--- src/rtl/instruction_fetch_unit_if.sv ---
// instruction_fetch_unit_if: instruction-memory req/ack bus between the fetch unit and memory
interface instruction_fetch_unit_if;
  logic        IMem_Req;
  logic [31:0] IMem_Addr;
  logic        IMem_Ack;
  logic [31:0] IMem_Data;
  modport master (output IMem_Req, IMem_Addr, input IMem_Ack, IMem_Data);
  modport slave (input IMem_Req, IMem_Addr, output IMem_Ack, IMem_Data);
endinterface

--- src/rtl/instruction_fetch_unit.sv ---
// instruction_fetch_unit: fetches instructions over req/ack, holds them and splits out decode fields
module instruction_fetch_unit #(
  parameter logic [31:0] RESET_PC = 32'h0000_0000
) (
  input  logic                             clk,
  input  logic                             rst_n,
  input  logic                             Enable_i,
  input  logic                             Stall_i,
  instruction_fetch_unit_if.master         imem,
  output logic                             Instr_Valid_o,
  output logic [31:0]                      PC_o,
  output logic [6:0]                       Opcode_o,
  output logic [4:0]                       Rd_o,
  output logic [2:0]                       Funct_Tres_o,
  output logic [4:0]                       Rs1_o,
  output logic [4:0]                       Rs2_o,
  output logic [6:0]                       Funct_Siete_o,
  output logic [31:0]                      Imm_I_o,
  output logic [31:0]                      Imm_S_o,
  output logic [31:0]                      Imm_U_o,
  output logic                             Fault_o
);
  localparam logic [1:0] IDLE  = 2'd0;
  localparam logic [1:0] FETCH = 2'd1;
  localparam logic [1:0] HOLD  = 2'd2;
  localparam logic [1:0] FAULT = 2'd3;
  logic [1:0]  state_q, state_d;
  logic [31:0] ir_q, ir_d;
  logic [31:0] pc_q, pc_d;
  logic [31:0] addr_q, addr_d;
  logic [6:0]  op_in;
  logic        legal;
  logic        take;
  assign op_in = imem.IMem_Data[6:0];
  assign legal = op_in == 7'b0110011 || op_in == 7'b0100011 || op_in == 7'b0110111 ||
                 op_in == 7'b0010011 || op_in == 7'b0000011;
  assign take  = state_q == FETCH && imem.IMem_Ack;
  // next state: Ack only matters in FETCH, Stall only in HOLD, FAULT is left only by reset
  always_comb begin
    state_d = state_q == IDLE  ? (Enable_i ? FETCH : IDLE) :
              state_q == FETCH ? (!imem.IMem_Ack ? FETCH : legal ? HOLD : FAULT) :
              state_q == HOLD  ? (Stall_i ? HOLD : Enable_i ? FETCH : IDLE) : FAULT;
    ir_d    = take ? imem.IMem_Data : ir_q;
    pc_d    = take ? addr_q : pc_q;
    addr_d  = take ? addr_q + 32'd4 : addr_q;
  end
  // state, instruction register, held PC and next fetch address
  always_ff @(posedge clk or negedge rst_n) begin
    if (!rst_n) begin
      state_q <= IDLE;
      ir_q    <= '0;
      pc_q    <= '0;
      addr_q  <= RESET_PC;
    end else begin
      state_q <= state_d;
      ir_q    <= ir_d;
      pc_q    <= pc_d;
      addr_q  <= addr_d;
    end
  end
  assign imem.IMem_Req  = state_q == FETCH;
  assign imem.IMem_Addr = addr_q;
  assign Instr_Valid_o  = state_q == HOLD;
  assign Fault_o        = state_q == FAULT;
  assign PC_o           = pc_q;
  assign Opcode_o       = ir_q[6:0];
  assign Rd_o           = ir_q[11:7];
  assign Funct_Tres_o   = ir_q[14:12];
  assign Rs1_o          = ir_q[19:15];
  assign Rs2_o          = ir_q[24:20];
  assign Funct_Siete_o  = ir_q[31:25];
  assign Imm_I_o        = {{20{ir_q[31]}}, ir_q[31:20]};
  assign Imm_S_o        = {{20{ir_q[31]}}, ir_q[31:25], ir_q[11:7]};
  assign Imm_U_o        = {ir_q[31:12], 12'b0};
endmodule

--- src/flat_wrapper.sv ---
// flat-port wrapper written by rule: the top's interface ports become plain ports
module instruction_fetch_unit_flat 
#(
  parameter logic [31:0] RESET_PC = 32'h0000_0000
)
  (clk, rst_n, Enable_i, Stall_i, Instr_Valid_o, PC_o, Opcode_o, Rd_o, Funct_Tres_o, Rs1_o, Rs2_o, Funct_Siete_o, Imm_I_o, Imm_S_o, Imm_U_o, Fault_o, imem_IMem_Req, imem_IMem_Addr, imem_IMem_Ack, imem_IMem_Data);
  instruction_fetch_unit_if imem_i ();
  input  logic clk;
  input  logic rst_n;
  input  logic Enable_i;
  input  logic Stall_i;
  output logic Instr_Valid_o;
  output logic [31:0] PC_o;
  output logic [6:0] Opcode_o;
  output logic [4:0] Rd_o;
  output logic [2:0] Funct_Tres_o;
  output logic [4:0] Rs1_o;
  output logic [4:0] Rs2_o;
  output logic [6:0] Funct_Siete_o;
  output logic [31:0] Imm_I_o;
  output logic [31:0] Imm_S_o;
  output logic [31:0] Imm_U_o;
  output logic Fault_o;
  output wire logic [$bits(imem_i.IMem_Req)-1:0] imem_IMem_Req;
  output wire logic [$bits(imem_i.IMem_Addr)-1:0] imem_IMem_Addr;
  input wire logic [$bits(imem_i.IMem_Ack)-1:0] imem_IMem_Ack;
  input wire logic [$bits(imem_i.IMem_Data)-1:0] imem_IMem_Data;
  assign imem_IMem_Req = imem_i.IMem_Req;
  assign imem_IMem_Addr = imem_i.IMem_Addr;
  assign imem_i.IMem_Ack = imem_IMem_Ack;
  assign imem_i.IMem_Data = imem_IMem_Data;
  instruction_fetch_unit #(.RESET_PC(RESET_PC)) u_core (.clk(clk), .rst_n(rst_n), .Enable_i(Enable_i), .Stall_i(Stall_i), .imem(imem_i), .Instr_Valid_o(Instr_Valid_o), .PC_o(PC_o), .Opcode_o(Opcode_o), .Rd_o(Rd_o), .Funct_Tres_o(Funct_Tres_o), .Rs1_o(Rs1_o), .Rs2_o(Rs2_o), .Funct_Siete_o(Funct_Siete_o), .Imm_I_o(Imm_I_o), .Imm_S_o(Imm_S_o), .Imm_U_o(Imm_U_o), .Fault_o(Fault_o));
endmodule
--- config.mk ---
export PLATFORM = sky130hd
export DESIGN_NAME = instruction_fetch_unit_flat
export DESIGN_NICKNAME = d
export VERILOG_FILES = /design/src/rtl/instruction_fetch_unit_if.sv /design/src/rtl/instruction_fetch_unit.sv /design/src/flat_wrapper.sv
export SDC_FILE = /design/constraint.sdc
export NUM_CORES = 1
export LEC_CHECK = 0
export CAP_MARGIN = 20
export CORE_MARGIN = 2
export CORE_UTILIZATION = 36
export DETAILED_ROUTE_END_ITERATION = 10
export GPL_TIMING_DRIVEN = 0
export HOLD_SLACK_MARGIN = 0.03
export MAX_ROUTING_LAYER = met4
export PLACE_DENSITY = 0.8
export SLEW_MARGIN = 20
export SYNTH_ARGS = -nofsm -noshare
export SYNTH_HDL_FRONTEND = slang
export SYNTH_SLANG_ARGS = --single-unit
--- constraint.sdc ---
create_clock -name clk -period 1.8 [get_ports clk]
set_clock_uncertainty 0.2 [all_clocks]
set_input_delay 0.45 -clock clk [delete_from_list [all_inputs] [get_ports clk]]
set_output_delay 0.45 -clock clk [all_outputs]
set_load 0.05 [all_outputs]
# After elaboration in Yosys (flattened, before gate mapping)

Cells that the tools add are included.

Flip-flop bits (word level): 98
Output and inout port bits: 195
Word-level logic and storage cells: 26

Add/sub/neg operators: 1
Equal/unequal tests: 8
Muxes and demuxes: 7
Reduce and logical (&&, ||, !) cells: 6

Operators by type and width:

| kind                    | count |
|---|---|
| $add A32 B3 Y32 const B | 1 |
| $eq A7 B6 Y1 const B    | 3 |
| $mux W2                 | 5 |
| $eq A7 B2 Y1 const B    | 1 |
| $eq A7 B5 Y1 const B    | 1 |
| $eq A2 B2 Y1 const B    | 2 |
| $logic_or A1 B1 Y1      | 4 |
| $eq A2 B1 Y1 const B    | 1 |
| $logic_not A2 Y1        | 1 |
| $mux W1                 | 2 |
| $logic_and A1 B1 Y1     | 1 |

# Longest topological paths before layout

Depth in word-level cells: 9
Mapped depth: 6

# Least setup slack after synthesis

No wires, ideal clock.

Path kind: reg-to-reg
Start point: register u_core.state_q[0]
End point: register u_core.pc_q[21] (netlist: u_core.PC_o[21])
Library setup time: 120 ps
Arrival: 1968 ps
Path slack: -488 ps
Cell stages (with the launch flop): 7
Path buffers: 2
Period minus slack after synthesis: 2288 ps
Cells stage by stage: dfrtp_1 > nor2b_1 > nand2_1 > buf_2 > clkbuf_1 > nand2_1 > nand2_1

Word-level cells in the longest chain between the ends: 2

RTL lines:

| element                 | line                         | RTL |
|---|---|---|
| start, declared         | instruction_fetch_unit.sv:27 | `logic [1:0] state_q, state_d;` |
| start signal, assigned  | instruction_fetch_unit.sv:55 | `state_q <= state_d;` |
| $eq A2 B1 Y1            | -                            |  |
| named net imem_IMem_Req | flat_wrapper.sv:24           | `output wire logic [$bits(imem_i.IMem_Req)-1:0] imem_IMem_Req;` |
| $logic_and A1 B1 Y1     | instruction_fetch_unit.sv:37 | `assign take = state_q == FETCH && imem.IMem_Ack;` |
| end signal, assigned    | instruction_fetch_unit.sv:57 | `pc_q <= pc_d;` |
| end, declared           | instruction_fetch_unit.sv:29 | `logic [31:0] pc_q, pc_d;` |

The timed path passes the listed nets, and every way through them passes these cells.
A chain may end at the register's enable or synchronous reset.

# Final worst setup path

Start point: register u_core.ir_q[31]
End point: output Imm_I_o[16]

RTL lines:

| element                | line                         | RTL |
|---|---|---|
| start, declared        | instruction_fetch_unit.sv:28 | `logic [31:0] ir_q, ir_d;` |
| start signal, assigned | instruction_fetch_unit.sv:56 | `ir_q <= ir_d;` |
| end, declared          | flat_wrapper.sv:20           | `output logic [31:0] Imm_I_o;` |

No word-level cell between the ends.

==> flow_metrics.tcl <==
set metrics [dict create \
    synth_top_area_share_pct 51.59 \
    max-vdd-ir-drop_v 0.0005426 \
    dieHeight_um 116.5 \
    syn_avg_cell_area_um2 9.174 \
    clkPwrFrac_pct 17.1 \
    crit_chain "buf_12 -> buf_4 -> buf_6" \
    worstSetupPathType "reg2out" \
    clockBufferDepth 2 \
    violations "negative setup slack" \
    routed_wl_mm 13.44 \
    cts-root-buf "clkbuf_16" \
    hold_path.class "reg2reg" \
    io_pins 232 \
    total_power_mw 11.77 \
    final_cell_area_um2 7462 \
    p_leak_nw 3.951 \
    startpoint_type "flip-flop" \
    async_reset_ff_share_pct 100.0 \
    setup_slack_ps -221.3 \
    grt_pass1_vias 3749 \
    port_buffers 215 \
    globalRoute.totalOverflow 0 \
    status "finished, violations left" \
    grt_max_degree 68 \
    antenna_found_initial 0 \
    clkTransAtPathRegs_ps 70 \
    sequentialPowerShare_pct 23.3 \
    required_ps 1150 \
    synth_cells 497 \
    combPwrFrac_pct 59.7 \
    synth_ff_type "dfrtp_1" \
    synthToLayoutAreaGrowth_pct 63.67 \
    slew_headroom_pct 65.44 \
    drtPass1Iterations 4 \
    worst_pin_slew_ps 505.3 \
    setup_viol 51 \
    num-nets-final 795 \
    antenna_cells 0 \
    sw_frac_of_total_pct 49.06 \
    placed_area_um2 7063 \
    crit_fanout 22 \
    synth_seq_cells 94 \
    synth.distinct_cells 29 \
    grt_first_pass_wirelength_mm 19.67 \
    finalCritPeriodShare_pct 112.3 \
    synthesis.area_um2 4559 \
    dieArea_um2 13580 \
    synth-edff-count 0 \
    ys_top_cells_by_count "194 x nand2_1, 100 x buf_4, 94 x dfrtp_1" \
    finalHoldViolCount 0 \
    drc 0 \
    yosysMostFrequentCell "nand2_1" \
    cpMaxStageDelayCell "dfrtp_4" \
    maxCapViolations 0 \
    fin_util_pct 59.62 \
    initial_core_util_pct 36.43 \
    fmax_mhz 494.7 \
    grtUsageTotal_pct 19.63 \
    slew_viol_final 0 \
    viasPerCell 4.328 \
    fillers 1147 \
    place_congestion 0.7693 \
    tritoncts "done" \
    cts_sinks 94 \
    switching_power_mw 5.773 \
    layout-drive-gt1-share_pct 47.77 \
    ant_nets 0 \
    rsz0062_at_grt "true" \
    clkLatencyLatePin_ps 350 \
    fp.dieW_um 116.5 \
    yosys.area.top_type "dfrtp_1" \
    cts_buffers 9 \
    p_int_mw 5.994 \
    row_count 41 \
    min_period_ps 2021 \
    synthTopCellsByArea "dfrtp_1 52%, buf_4 16%, nand2_1 16%, xnor2_1 4.8%, nand4_1 1.9%" \
    drtIter0Drc 128 \
    h-tree-depth 3 \
    fp.coreArea_um2 12520 \
    pwr_density_cell_nw_per_um2 1577 \
    slowest_delay_ps 550 \
    worstPathArrival_ps 1370 \
    ys_warn_count 0 \
    yosysSeqAreaShare_pct 51.59 \
    vias 4042 \
    avgRoutedWirePerCell_um 14.38 \
    worstSetupEndpointType "primary output" \
    post-dp-hpwl_mm 9.337 \
]
==> cell type report <==
class,instances,area [µm²],share of cell area [%]
repair buffers,235,2145,28.74
clock inverters,7,86.33,1.157
inverters,3,11.26,0.1509
multi-input cells,299,1520,20.37
plain buffers,115,879.6,11.79
well taps,172,215.2,2.884
clock buffers,9,225.2,3.018
flip-flops and latches,94,2380,31.89
==> logic make-up after synthesis <==
group	after synthesis	synth area share, %
and+or+nand+nor	247	23.35
buffers and inverters	119	18.30
DFF	94	51.59
xor gates and xnor gates	29	5.571
AOI/OAI and AO/OA	6	0.8231
adders and majority gates	1	0.2744
other	1	0.08225
==> registers in the layout, summed over array words and instances (netlist names) <==
name and cells:
u_core.ir_q 32, u_core.PC_o 30, u_core.state_q 2, u_core.imem.IMem_Addr 30
==> per-stage QoR <==
step | hold WS [ps] | cells | setup WS, ps | setup TNS [ps]
floorplan | -45.59 | 512 | -121.6 | -766.2
detailed placement | 141.7 | 900 | -756.4 | -71120
CTS | 280.8 | 928 | -218.9 | -8737
global route | 294.0 | 934 | -255.7 | -11020
finish | 268.6 | 934 | -221.3 | -8694
global placement | 257.9 | 899 | -4173 | -403050
==> power groups by stage <==
stage                     combinational [mW]  clock [mW]  sequential (mW)
final                                   7.02        2.01             2.74
after global routing                    7.30        2.16             2.79
after CTS                               6.93        2.05             2.75
after detailed placement                6.93           0             2.86
after global placement                  6.86           0             2.84
after floorplan                         3.75           0             3.82
==> timing repair <==
action / in CTS / in global routing
setup buffers: 11 / 6
setup endpoints to repair: 234 / 143
resized for setup: 915 / 98
hold buffers: 1 / 0
pin swaps: 2 / 9
gates cloned: 0 / 1
endpoints found under the hold margin: 27 / 0
==> cell usage in the layout, fill, tap and decap left out, types with 2 or more instances in the layout <==
cell type	n
nand2_1	191
inv_6	3
clkbuf_16	9
nand2_4	2
xnor2_1	24
nor2_1	6
clkbuf_1	3
clkbuf_4	19
nor3_1	3
conb_1	16
buf_4	126
and4_1	2
nand3_1	8
o21ai_0	3
dfrtp_2	19
xor2_1	4
and3_1	2
and2_1	2
inv_1	3
buf_8	11
buf_2	59
dfrtp_1	74
buf_6	51
clkdlybuf4s50_1	34
inv_8	2
nand4_1	14
clkdlybuf4s15_2	42
nand3_2	3
==> per-layer routing <==
layer,share of wire (%),track usage [%],up-vias,routed length [µm]
met2,53,36.01,145,7153
met5,0,-,-,0
met4,0.48,2.588,0,64
li1,-,-,1967,-
met1,38,21.18,1919,5090
met3,8.4,6.539,11,1127
==> worst max-delay path, delay by kind of cell, from the launching register on <==
family / cells / cell delay [ps]
buffers and inverters: 3 / 460
DFF: 1 / 550
==> path summary, 6_finish.rpt <==
kind	cells past startpoint	startpoint	to	slack, ps
min in group asynchronous	2	rst_n	u_core.imem.IMem_Addr[13]$_DFFE_PN0P_	330
min reg2reg	2	u_core.PC_o[2]$_DFFE_PN0P_	u_core.PC_o[2]$_DFFE_PN0P_	270
max in group asynchronous	3	rst_n	u_core.state_q[1]$_DFF_PN0_	430
max reg2reg	6	u_core.state_q[0]$_DFF_PN0_	u_core.imem.IMem_Addr[28]$_DFFE_PN0P_	-40
min	2	u_core.PC_o[2]$_DFFE_PN0P_	u_core.PC_o[2]$_DFFE_PN0P_	270
max	3	u_core.ir_q[31]$_DFFE_PN0P_	Imm_I_o[16]	-220
Power figures use the tool's default switching activity.
